<file path="src/rtl/issue_scoreboard.sv">
// issue_scoreboard
// Sits between decode and execute. Keeps a small pending-write counter for
// every architectural register, stalls decode on read-after-write hazards
// (and when a destination already has the maximum number of writes in
// flight), and hands hazard-free instructions to execute through a
// registered valid stage.
//
// Ports:
//   clk           core clock, rising edge
//   rst           synchronous reset, active-high
//   dec_valid     decode holds a valid instruction
//   dec_instr     instruction in decode
//   dec_ready     combinational accept indication back to decode
//   issue_valid   registered: execute-stage instruction valid
//   issue_instr   registered: instruction issued to execute (NOP when idle)
//   wb_valid      writeback retires a register write this cycle
//   wb_rd         destination register of the retiring write
//   flush         redirect: drop the decode instruction this cycle
//   inflight      registered: total outstanding tracked writes
//   stall_cycles  registered: saturating count of hazard-stall cycles
module issue_scoreboard #(
  parameter int MAX_INFLIGHT = 3,
  parameter int CNT_W        = 2,
  parameter int STALL_CNT_W  = 16
) (
  input  logic                   clk,
  input  logic                   rst,
  input  logic                   dec_valid,
  input  logic [31:0]            dec_instr,
  output logic                   dec_ready,
  output logic                   issue_valid,
  output logic [31:0]            issue_instr,
  input  logic                   wb_valid,
  input  logic [4:0]             wb_rd,
  input  logic                   flush,
  output logic [5:0]             inflight,
  output logic [STALL_CNT_W-1:0] stall_cycles
);

  localparam logic [CNT_W-1:0] MAX_CNT = CNT_W'(MAX_INFLIGHT);
  localparam logic [31:0]      NOP     = 32'h0000_0013;

  logic [CNT_W-1:0] pend [0:31];

  logic [6:0] opcode;
  logic [4:0] rd;
  logic [4:0] rs1;
  logic [4:0] rs2;
  logic       writes_rd;
  logic       use_rs1;
  logic       use_rs2;
  logic       hazard;
  logic       accept;
  logic       stall_evt;
  logic [31:0] inc_vec;
  logic [31:0] dec_vec;
  logic       inc_any;
  logic       dec_any;

  // Field extraction and per-opcode source/destination usage. Unknown
  // opcodes neither read nor write registers and pass through as bubbles.
  always_comb begin
    opcode    = dec_instr[6:0];
    rd        = dec_instr[11:7];
    rs1       = dec_instr[19:15];
    rs2       = dec_instr[24:20];
    writes_rd = 1'b0;
    use_rs1   = 1'b0;
    use_rs2   = 1'b0;
    case (opcode)
      7'b0110011: begin writes_rd = 1'b1; use_rs1 = 1'b1; use_rs2 = 1'b1; end
      7'b0010011,
      7'b0000011: begin writes_rd = 1'b1; use_rs1 = 1'b1; end
      7'b0110111,
      7'b1101111: begin writes_rd = 1'b1; end
      7'b0100011,
      7'b1100011: begin use_rs1 = 1'b1; use_rs2 = 1'b1; end
      default:    begin end
    endcase
  end

  // Hazard detection looks only at the registered counters, so a write
  // retiring this very cycle still blocks its consumer (no bypass).
  // x0 is excluded on both the read and the write side.
  always_comb begin
    hazard = 1'b0;
    if (use_rs1 && rs1 != 5'd0 && pend[rs1] != '0) hazard = 1'b1;
    if (use_rs2 && rs2 != 5'd0 && pend[rs2] != '0) hazard = 1'b1;
    if (writes_rd && rd != 5'd0 && pend[rd] == MAX_CNT) hazard = 1'b1;
  end

  assign dec_ready = !hazard || !dec_valid;
  assign accept    = dec_valid && !hazard && !flush;
  assign stall_evt = dec_valid && hazard && !flush;

  // One-hot increment/decrement requests per register. Bit 0 stays clear so
  // x0 is never counted; retirements to an idle register are ignored.
  always_comb begin
    inc_vec = '0;
    dec_vec = '0;
    for (int r = 1; r < 32; r++) begin
      inc_vec[r] = accept && writes_rd && (rd == 5'(r));
      dec_vec[r] = wb_valid && (wb_rd == 5'(r)) && (pend[r] != '0);
    end
    inc_any = |inc_vec;
    dec_any = |dec_vec;
  end

  // Pending counters: simultaneous issue and retire on the same register
  // cancel out.
  always_ff @(posedge clk) begin
    if (rst) begin
      for (int r = 0; r < 32; r++) pend[r] <= '0;
    end else begin
      for (int r = 1; r < 32; r++) begin
        if (inc_vec[r] && !dec_vec[r])
          pend[r] <= pend[r] + 1'b1;
        else if (dec_vec[r] && !inc_vec[r])
          pend[r] <= pend[r] - 1'b1;
      end
    end
  end

  // Issue register, in-flight total and the saturating stall counter.
  always_ff @(posedge clk) begin
    if (rst) begin
      issue_valid  <= 1'b0;
      issue_instr  <= '0;
      inflight     <= '0;
      stall_cycles <= '0;
    end else begin
      issue_valid <= accept;
      issue_instr <= accept ? dec_instr : NOP;
      case ({inc_any, dec_any})
        2'b10:   inflight <= inflight + 6'd1;
        2'b01:   inflight <= inflight - 6'd1;
        default: inflight <= inflight;
      endcase
      if (stall_evt && stall_cycles != '1)
        stall_cycles <= stall_cycles + 1'b1;
    end
  end

endmodule

</file>
<file path="config.mk">
export PLATFORM = sky130hd
export DESIGN_NAME = issue_scoreboard
export DESIGN_NICKNAME = d
export VERILOG_FILES = /design/src/rtl/issue_scoreboard.sv
export SDC_FILE = /design/constraint.sdc
export NUM_CORES = 1
export LEC_CHECK = 0
export ABC_AREA = 0
export BUFFER_PORTS_ARGS = -buffer_cell sky130_fd_sc_hd__buf_2
export CAP_MARGIN = 20
export CELL_PAD_IN_SITES_DETAIL_PLACEMENT = 0
export CELL_PAD_IN_SITES_GLOBAL_PLACEMENT = 1
export CORE_MARGIN = 3
export CORE_UTILIZATION = 46
export CTS_BUF_LIST = sky130_fd_sc_hd__clkbuf_8
export DETAILED_ROUTE_END_ITERATION = 6
export PLACE_DENSITY = 0.91
export SLEW_MARGIN = 20
export SYNTH_ARGS = -nofsm -noshare
export SYNTH_HDL_FRONTEND = slang
export SYNTH_SLANG_ARGS = --single-unit
</file>
<file path="constraint.sdc">
create_clock -name clk -period 4.4 [get_ports clk]
set_input_delay 0.22 -clock clk [delete_from_list [all_inputs] [get_ports clk]]
set_output_delay 0.22 -clock clk [all_outputs]
set_load 0.02 [all_outputs]
</file>
==> results of run 1 <==
cell usage in the layout (no fill, tap or decap), types with 20 or more instances in the layout:
master / count
edfxtp_1: 62
nand2b_1: 39
or3_1: 32
clkbuf_8: 20
a21oi_1: 56
nor3_1: 39
nand4_1: 26
and2_1: 26
xor2_1: 32
nand3_1: 22
dfxtp_1: 55
nand2_1: 54
buf_2: 96
nor2_1: 97
critical path, stage by stage (launching register included):
cell and delay [ps]:
edfxtp_1 470, nor2_1 230, nor2_1 70, nand2_1 180, nand4_1 140, or4_1 550
nor4_1 310, nand4_1 130, ha_1 330, ha_1 300, a21o_1 170, a21oi_1 210
o21bai_1 90, a21oi_1 170, xnor2_1 90, or3_1 300, a21oi_1 140
worst max path at each step:
stage             startpoint          end  slack [ps]  depth (start not counted)
2_1_floorplan     pend[2][0]  inflight[5]         600                         17
3_3_place_gp   dec_instr[21]  inflight[5]         280                         17
3_5_place_dp    dec_instr[8]  inflight[5]         320                         17
4_1_cts          pend[13][0]  inflight[5]         460                         16
5_1_grt          pend[11][0]  inflight[5]         130                         16
6_report          pend[7][0]  inflight[5]         440                         16
power by group:
part	switching [mW]	leakage [nW]	internal (mW)
logic	0.264	2.06	0.170
registers	0.0538	1.08	1.20
clock network	0.468	0.218	0.549
timing repair:
item                                    4_1_cts  5_1_grt
endpoints found under the hold margin        12        0
endpoints found under the setup margin        0        0
hold buffers                                 12        0
resized for setup                             0        0
per-layer routing:
metal	global-route usage, %	vias to the layer above	wire length, um
li1	-	3375	-
met1	34.25	3349	9926
met2	40.57	345	11110
met3	7.727	69	2086
met4	10.69	0	772
met5	0	-	0
kinds of logic after synthesis:
logic type                 Yosys count  share of synthesized area [%]
xor gates and xnor gates            51                          5.792
AOI/OAI and AO/OA                  143                          12.70
muxes                               29                          6.181
adders and majority gates            8                          1.395
buffers and inverters               65                          3.569
DFF                                117                          38.42
and+or+nand+nor                    436                          31.94
cell type report:
class | instances | area, um^2
fillers | 1484 | 7253
multi-input cells | 667 | 4484
flip-flops and latches | 117 | 2963
repair buffers | 127 | 743.2
clock buffers | 20 | 275.3
well taps | 216 | 270.3
clock inverters | 12 | 123.9
inverters | 16 | 60.06
registers in the layout, indices dropped and copies added (netlist names):
| signal | flops |
|---|---|
| pend | 62 |
| issue_instr | 32 |
| stall_cycles | 16 |
| inflight | 6 |
| issue_valid | 1 |
==> impl_metrics.yaml, run 1 <==
clocking:
  path_clk_slew_ps: 70
  cts_setup_buffers: 0
  cts_buffer_depth: 2
  cts_sinks: 117
  clk_latency_ps: 450
  cts_buffers: 17
  cts-root-buf: "clkbuf_8"
  cts_tree: "built"
  h-tree-depth: 4
setup_path:
  crit_path_start_kind: "flip-flop"
  rr_endpoint: "inflight[5]"
  ff2ff_path_depth: 16
  cp-end-kind: "flip-flop"
  crit_arrival_ps: 4340
  reg2reg_from: "pend[7][0]"
  crit_fanout: 5
  worstPathRequired_ps: 4780
  critPathKind: "flip-flop to flip-flop"
  r2r_slack_ps: 440
logic_synthesis:
  yosysSeqAreaShare_pct: 38.42
  synth_top_area_cell: "edfxtp_1"
  synth-edff-count: 62
  netlist_area_um2: 7712
  syn_inst: 849
  ys_ff_latch: 117
  yosysTopAreaCellShare_pct: 24.14
  synthTopCellsByCount: "nor2_1, edfxtp_1, a21oi_1"
  ys_types: 73
  ys_warn_count: 0
  synth_flop_cell: "edfxtp_1"
  synth_area_per_cell_um2: 9.084
  yosysMostFrequentCell: "nor2_1"
  netlist_top_cells_area: "edfxtp_1, dfxtp_1, nor2_1"
  syn-num-nets: 899
  postSynth.asyncResetShare_pct: 0
hold_path:
  hold_path_class: "primary input to flip-flop"
  whs_endpoint: "issue_instr[0]"
  hold_depth: 3
  min_from: "dec_instr[0]"
sta:
  maxSlewHeadroom_pct: 38.32
  fin_crit_sh_pct: 89.91
  fmax_ghz: 0.2528
  setup_slack_ps: 443.9
  slew_viol_final: 0
  min_period_ps: 3956
  setup_viol: 0
  worstMarginPinSlew_ps: 916.8
  rsz0062_at_grt: "no"
  finClkSkew_ps: 10.32
  whs_ps: 38.11
  hold_viol_final: 0
  setup_tns_ps: 0
routing:
  drt_iter0_markers: 722
  postRouteAntennaNets: 0
  wl_um: 23900
  vias_per_cell: 6.075
  post_drt_wl_per_cell_um: 20.34
  dr_total_vias: 7138
  drc: 2
  drt-pass1-iter-count: 7
placement:
  routabilityCongestion: 1.000
  placed_cells: 1131
  post-place-ws_ps: 323.3
  placed_cell_area_um2: 8401
  portBuffers: 97
  dp_hpwl_um: 17930
global_routing:
  grt_pass1_wl_um: 36890
  grt_usage_pct: 26.13
  grt_pass1_vias: 6685
  overflow: 0
  grt_max_degree: 97
  grt_antenna_before_repair: 0
status:
  status: "finished, violations left"
  failed_checks: "design-rule violations"
job:
  max_cap_violations: 0
die:
  dieHeight_um: 135.5
  io_pins: 98
  dieArea_um2: 18360
  start_util_pct: 47.69
  die_x_um: 135.5
  rows: 46
  core_um2: 16170
layout:
  nets: 996
  final_cell_count_no_fill: 1175
  fin_area_um2: 8920
  syn_to_final_growth_pct: 15.66
  antenna_cells: 0
  utilization_pct: 55.15
  final_layout_size_suffix_gt1_share_pct: 20.65
pwr:
  power.density_nw_per_um2: 303.8
  p_leak_nw: 3.363
  irDropWorstVdd_mv: 0.1740
  total_power_mw: 2.710
(Power assumes the default switching activity.)
==> run 2: changes to the inputs <==
CORE_UTILIZATION = 42   (was 46)
PLACE_DENSITY = 0.88   (was 0.91)
clock period = 3.42 ns   (was 4.4 ns; I/O delays follow)
==> run 2 against run 1 <==
Critical path depth stayed put; sequential cell count stayed put; clock skew is 7.4 ps higher; critical endpoint unchanged; the flow finishes with violations (negative setup slack); combinational power is 77% higher; die area is 9.1% higher; critical path type unchanged.
==> impl_metrics.yaml, run 2 (synthesis gave the netlist of run 1 again) <==
status:
  status: "finished, violations left"
  failed_checks: "negative setup slack"
clocking:
  cts_sinks: 117
  h-tree-depth: 4
  cts-root-buf: "clkbuf_8"
  cts_buffer_depth: 2
  clk_latency_ps: 460
  path_clk_slew_ps: 70
  cts_tree: "built"
  cts_buffers: 17
pwr:
  p_leak_nw: 4.084
  combPwrFrac_pct: 21.6
  p_sw_share_pct: 29.93
  p_int_mw: 2.487
  power_frac_clock_pct: 33.4
  p_sw_mw: 1.062
  irDropWorstVdd_mv: 0.2785
  seqPwrFrac_pct: 45.0
  power.density_nw_per_um2: 346.8
layout:
  top_regs: "pend: 62 flops, issue_instr: 32 flops, stall_cycles: 16 flops"
  final_cell_mix: "buf_4, buf_2, nor2_1"
  n_fill_cell: 1617
  fin_area_um2: 10240
  final_layout_size_suffix_gt1_share_pct: 33.61
  antenna_cells: 0
  nets: 1141
  largest_reg_flops: 62
  final_cell_count_no_fill: 1329
  final_common_cell: "buf_4"
  syn_to_final_growth_pct: 32.72
  regMostFlops: "pend"
setup_path:
  crit_path_start_kind: "flip-flop"
  r2r_slack_ps: -150
  crit_fanout: 3
  crit_arrival_ps: 3950
  worstPathRequired_ps: 3810
  critPathKind: "flip-flop to flip-flop"
  reg2reg_from: "pend[30][1]"
  ff2ff_path_depth: 16
  crit_start: "pend[30][1]"
  rr_endpoint: "inflight[5]"
  cp-end-kind: "flip-flop"
  endpoint: "inflight[5]"
sta:
  maxSlewHeadroom_pct: 34.03
  setup_slack_ps: -148.4
  slew_viol_final: 0
  worstMarginPinSlew_ps: 989.6
  finClkSkew_ps: 17.68
  whs_ps: 24.22
  rsz0062_at_grt: "yes"
  fin_crit_sh_pct: 104.3
  setup_viol: 1
  hold_viol_final: 0
  fmax_ghz: 0.2802
  min_period_ps: 3568
die:
  rows: 48
  die_x_um: 141.5
  dieHeight_um: 141.5
  dieArea_um2: 20030
  start_util_pct: 43.68
  core_um2: 17660
  io_pins: 98
routing:
  drc: 0
  drt-pass1-iter-count: 5
  drt_iter0_markers: 784
  vias_per_cell: 5.799
  postRouteAntennaNets: 0
  post_drt_wl_per_cell_um: 19.21
  wl_um: 25540
  dr_total_vias: 7707
placement:
  dp_hpwl_um: 19330
  portBuffers: 97
  placed_cells: 1268
  placed_cell_area_um2: 9473
  routabilityCongestion: 1.012
global_routing:
  grt_max_degree: 102
  grt_pass1_wl_um: 39690
  overflow: 0
  grt_pass1_vias: 7379
  grt_antenna_before_repair: 0
  grt_usage_pct: 25.21
job:
  max_cap_violations: 0
hold_path:
  hold_path_class: "primary input to flip-flop"
[run 2: layer usage]
| metal | global-route usage [%] | vias up | wire [um] |
|---|---|---|---|
| met2 | 40.78 | 357 | 11800 |
| li1 | - | 3661 | - |
| met3 | 5.460 | 84 | 2194 |
| met1 | 32.62 | 3605 | 10490 |
| met5 | 0 | - | 0 |
| met4 | 10.96 | 0 | 1053 |
[run 2: layout make-up]
type                            count  area (um^2)  share of cell area [%]
Tap cell                          225        281.5                   2.750
Inverter                           16        62.56                  0.6112
Timing Repair Buffer              272         1889                   18.46
Sequential cell                   117         2963                   28.95
Multi-Input combinational cell    667         4678                   45.70
Clock buffer                       18        247.7                   2.420
Clock inverter                     14        113.9                   1.112
[run 2: worst max-delay path: stages (launching register included)]
cell,delay (ps)
edfxtp_1,460
mux4_2,520
o32ai_2,150
nor4_2,100
a41oi_2,260
o221ai_4,160
nor2_4,150
o2111ai_4,140
ha_4,220
ha_4,230
a21o_1,150
a21oi_2,140
o21bai_1,100
a21oi_2,130
xnor2_1,90
or3_1,380
a21oi_2,110
[run 2: metrics by stage]
step | power [mW] | TNS (ps) | util, % | setup slack (ps)
after CTS | 3.533 | -80.51 | 57.19 | -65.80
after floorplan | 2.011 | 0 | - | 4.444
after detailed placement | 2.320 | -305.5 | 53.65 | -196.7
final | 3.550 | -148.4 | 57.97 | -148.4
after global routing | 3.707 | -604.0 | 57.97 | -290.9
after global placement | 2.308 | -71.35 | 53.65 | -71.35
[run 2: power by group through the flow]
stage / clock network, mW / registers [mW] / logic [mW]
final: 1.19 / 1.60 / 0.768
after global routing: 1.28 / 1.60 / 0.828
after CTS: 1.21 / 1.59 / 0.733
after detailed placement: 0 / 1.62 / 0.696
after global placement: 0 / 1.62 / 0.687
after floorplan: 0 / 1.66 / 0.354
[run 2: repair_timing]
action	4_1_cts	5_1_grt
endpoints found under the hold margin	17	0
pin swaps	11	27
setup buffers	5	9
resized for setup	9	23
gates cloned	0	0
endpoints found under the setup margin	2	15
hold buffers	17	0
[run 2: how the worst min path moves through the flow]
stage	start	endpoint	slack, ps	cells after the start
2_1_floorplan	dec_instr[12]	issue_instr[12]	290	1
3_3_place_gp	dec_instr[30]	issue_instr[30]	370	2
3_5_place_dp	dec_instr[12]	issue_instr[12]	370	2
4_1_cts	dec_instr[5]	issue_instr[5]	4	3
5_1_grt	dec_instr[20]	issue_instr[20]	40	2
6_report	dec_instr[5]	issue_instr[5]	20	3
==> run 3: changes to the inputs <==
PLACE_DENSITY = 0.87   (was 0.88)
==> run 3 against run 2 <==
The run still ends with negative setup slack left; clock-buffer cell count unchanged; non-clock buffer count grew 14; global-route usage increased by 0.90 points; total power grew 4.7%; first-iteration DRC count increased by 24%; combinational power rose by 3%; clock power grew 12%; final cell count rose by 1.1%.
==> impl_metrics.yaml, run 3 (synthesis gave the netlist of run 1 again) <==
status:
  status: "finished, violations left"
  failed_checks: "negative setup slack"
sta:
  finClkSkew_ps: 14.39
  whs_ps: 22.93
  setup_slack_ps: -24.40
  min_period_ps: 3444
  worstMarginPinSlew_ps: 997.2
  hold_viol_final: 0
  fin_crit_sh_pct: 100.7
  maxSlewHeadroom_pct: 33.02
  slew_viol_final: 0
  fmax_ghz: 0.2903
  setup_viol: 1
  rsz0062_at_grt: "yes"
  setup_tns_ps: -24.40
die:
  die_x_um: 141.5
  io_pins: 98
  rows: 48
  dieArea_um2: 20030
  core_um2: 17660
  start_util_pct: 43.68
  dieHeight_um: 141.5
global_routing:
  overflow: 0
  grt_pass1_wl_um: 40920
  grt_usage_pct: 26.11
  grt_antenna_before_repair: 0
  grt_max_degree: 99
  grt_pass1_vias: 7710
routing:
  drt-pass1-iter-count: 5
  post_drt_wl_per_cell_um: 19.66
  dr_total_vias: 7956
  drt_iter0_markers: 975
  wl_um: 26410
  drc: 0
  postRouteAntennaNets: 0
  vias_per_cell: 5.924
pwr:
  power.density_nw_per_um2: 356.4
  irDropWorstVdd_mv: 0.2360
  p_leak_nw: 4.163
layout:
  final_layout_size_suffix_gt1_share_pct: 35.06
  final_cell_mix: "buf_4, buf_2, nor2_1"
  syn_to_final_growth_pct: 35.25
  nets: 1155
  antenna_cells: 0
  utilization_pct: 59.08
  largest_reg_flops: 62
  final_common_cell: "buf_4"
  n_fill_cell: 1542
  top_regs: "pend: 62 flops, issue_instr: 32 flops, stall_cycles: 16 flops"
  regMostFlops: "pend"
setup_path:
  crit_path_start_kind: "flip-flop"
  ff2ff_path_depth: 15
  critPathKind: "flip-flop to flip-flop"
  worstPathRequired_ps: 3810
  cp-end-kind: "flip-flop"
  rr_endpoint: "inflight[5]"
  r2r_slack_ps: -20
  crit_fanout: 4
  crit_arrival_ps: 3830
  reg2reg_from: "pend[12][0]"
clocking:
  h-tree-depth: 4
  cts-root-buf: "clkbuf_8"
  clk_latency_ps: 460
  path_clk_slew_ps: 80
  cts_buffers: 17
  cts_tree: "built"
  cts_buffer_depth: 2
  cts_sinks: 117
placement:
  portBuffers: 97
  dp_hpwl_um: 19420
  post-place-ws_ps: -177.7
  routabilityCongestion: 1.016
hold_path:
  min_from: "dec_instr[6]"
  hold_depth: 2
  hold_path_class: "primary input to flip-flop"
  whs_endpoint: "issue_instr[6]"
job:
  max_cap_violations: 0
## run 3: cell count changes in the layout (fill, tap and decap cells not counted), sizes merged
| cell | before | now |
|---|---|---|
| bufinv | 1 | 2 |
| buf | 255 | 269 |
| clkinv | 9 | 5 |
| inv | 20 | 23 |
## run 3: what timing repair did
action	4_1_cts	5_1_grt
buffers inserted	7	9
setup endpoints to repair	2	21
resized for setup	13	25
hold buffers	17	0
hold endpoints to repair	17	0
pin swaps	15	14
## run 3: how the worst max path moves through the flow
stage           startpoint          end  cells past startpoint
2_1_floorplan  pend[24][1]  inflight[5]                     17
3_3_place_gp   pend[24][1]  inflight[5]                     17
3_5_place_dp   pend[18][0]  inflight[5]                     15
4_1_cts        pend[26][1]  inflight[5]                     16
5_1_grt        pend[12][0]  inflight[5]                     16
6_report       pend[12][0]  inflight[5]                     15
## run 3: power breakdown
part,internal (mW),leakage (nW),switching (mW)
logic,0.363,2.87,0.424
registers,1.55,1.08,0.0505
clock network,0.674,0.210,0.658
total,2.59,4.16,1.13
## run 3: area by class of cell
class                           count  area (um^2)  area share (%)
Clock buffer                       18        247.7           2.375
Sequential cell                   117         2963           28.40
Timing Repair Buffer              286         1998           19.16
Tap cell                          225        281.5           2.699
Inverter                           16        60.06          0.5757
Multi-Input combinational cell    667         4732           45.36
Clock inverter                     14        148.9           1.427
## run 3: through the flow
| step | instances | area (um^2) | total power, mW |
|---|---|---|---|
| detailed placement | 1279 | 9555 | 2.323 |
| global placement | 1279 | 9555 | 2.309 |
| CTS | 1334 | 10250 | 3.673 |
| finish | 1343 | 10430 | 3.718 |
| global route | 1343 | 10430 | 3.857 |
| floorplan | 849 | 7781 | 2.011 |
## run 3: critical path: stages, from the launching register on
cell       delay, ps
edfxtp_1         460
nor3_1           290
a211oi_1         100
o311a_1          320
o32a_1           390
nor2_4           140
o2111ai_4        150
ha_4             230
ha_4             200
a21o_1           180
a21oi_2          150
o21bai_1          70
a21oi_1          150
xnor2_1           90
or3_1            310
a21oi_1          140
## run 3: routing by layer
| metal | vias up | track usage (%) | part of all wire [%] |
|---|---|---|---|
| li1 | 3694 | - | - |
| met1 | 3777 | 33.76 | 41 |
| met2 | 394 | 42.49 | 47 |
| met3 | 91 | 5.999 | 8.0 |
| met4 | 0 | 10.40 | 3.6 |
| met5 | - | 0 | 0 |
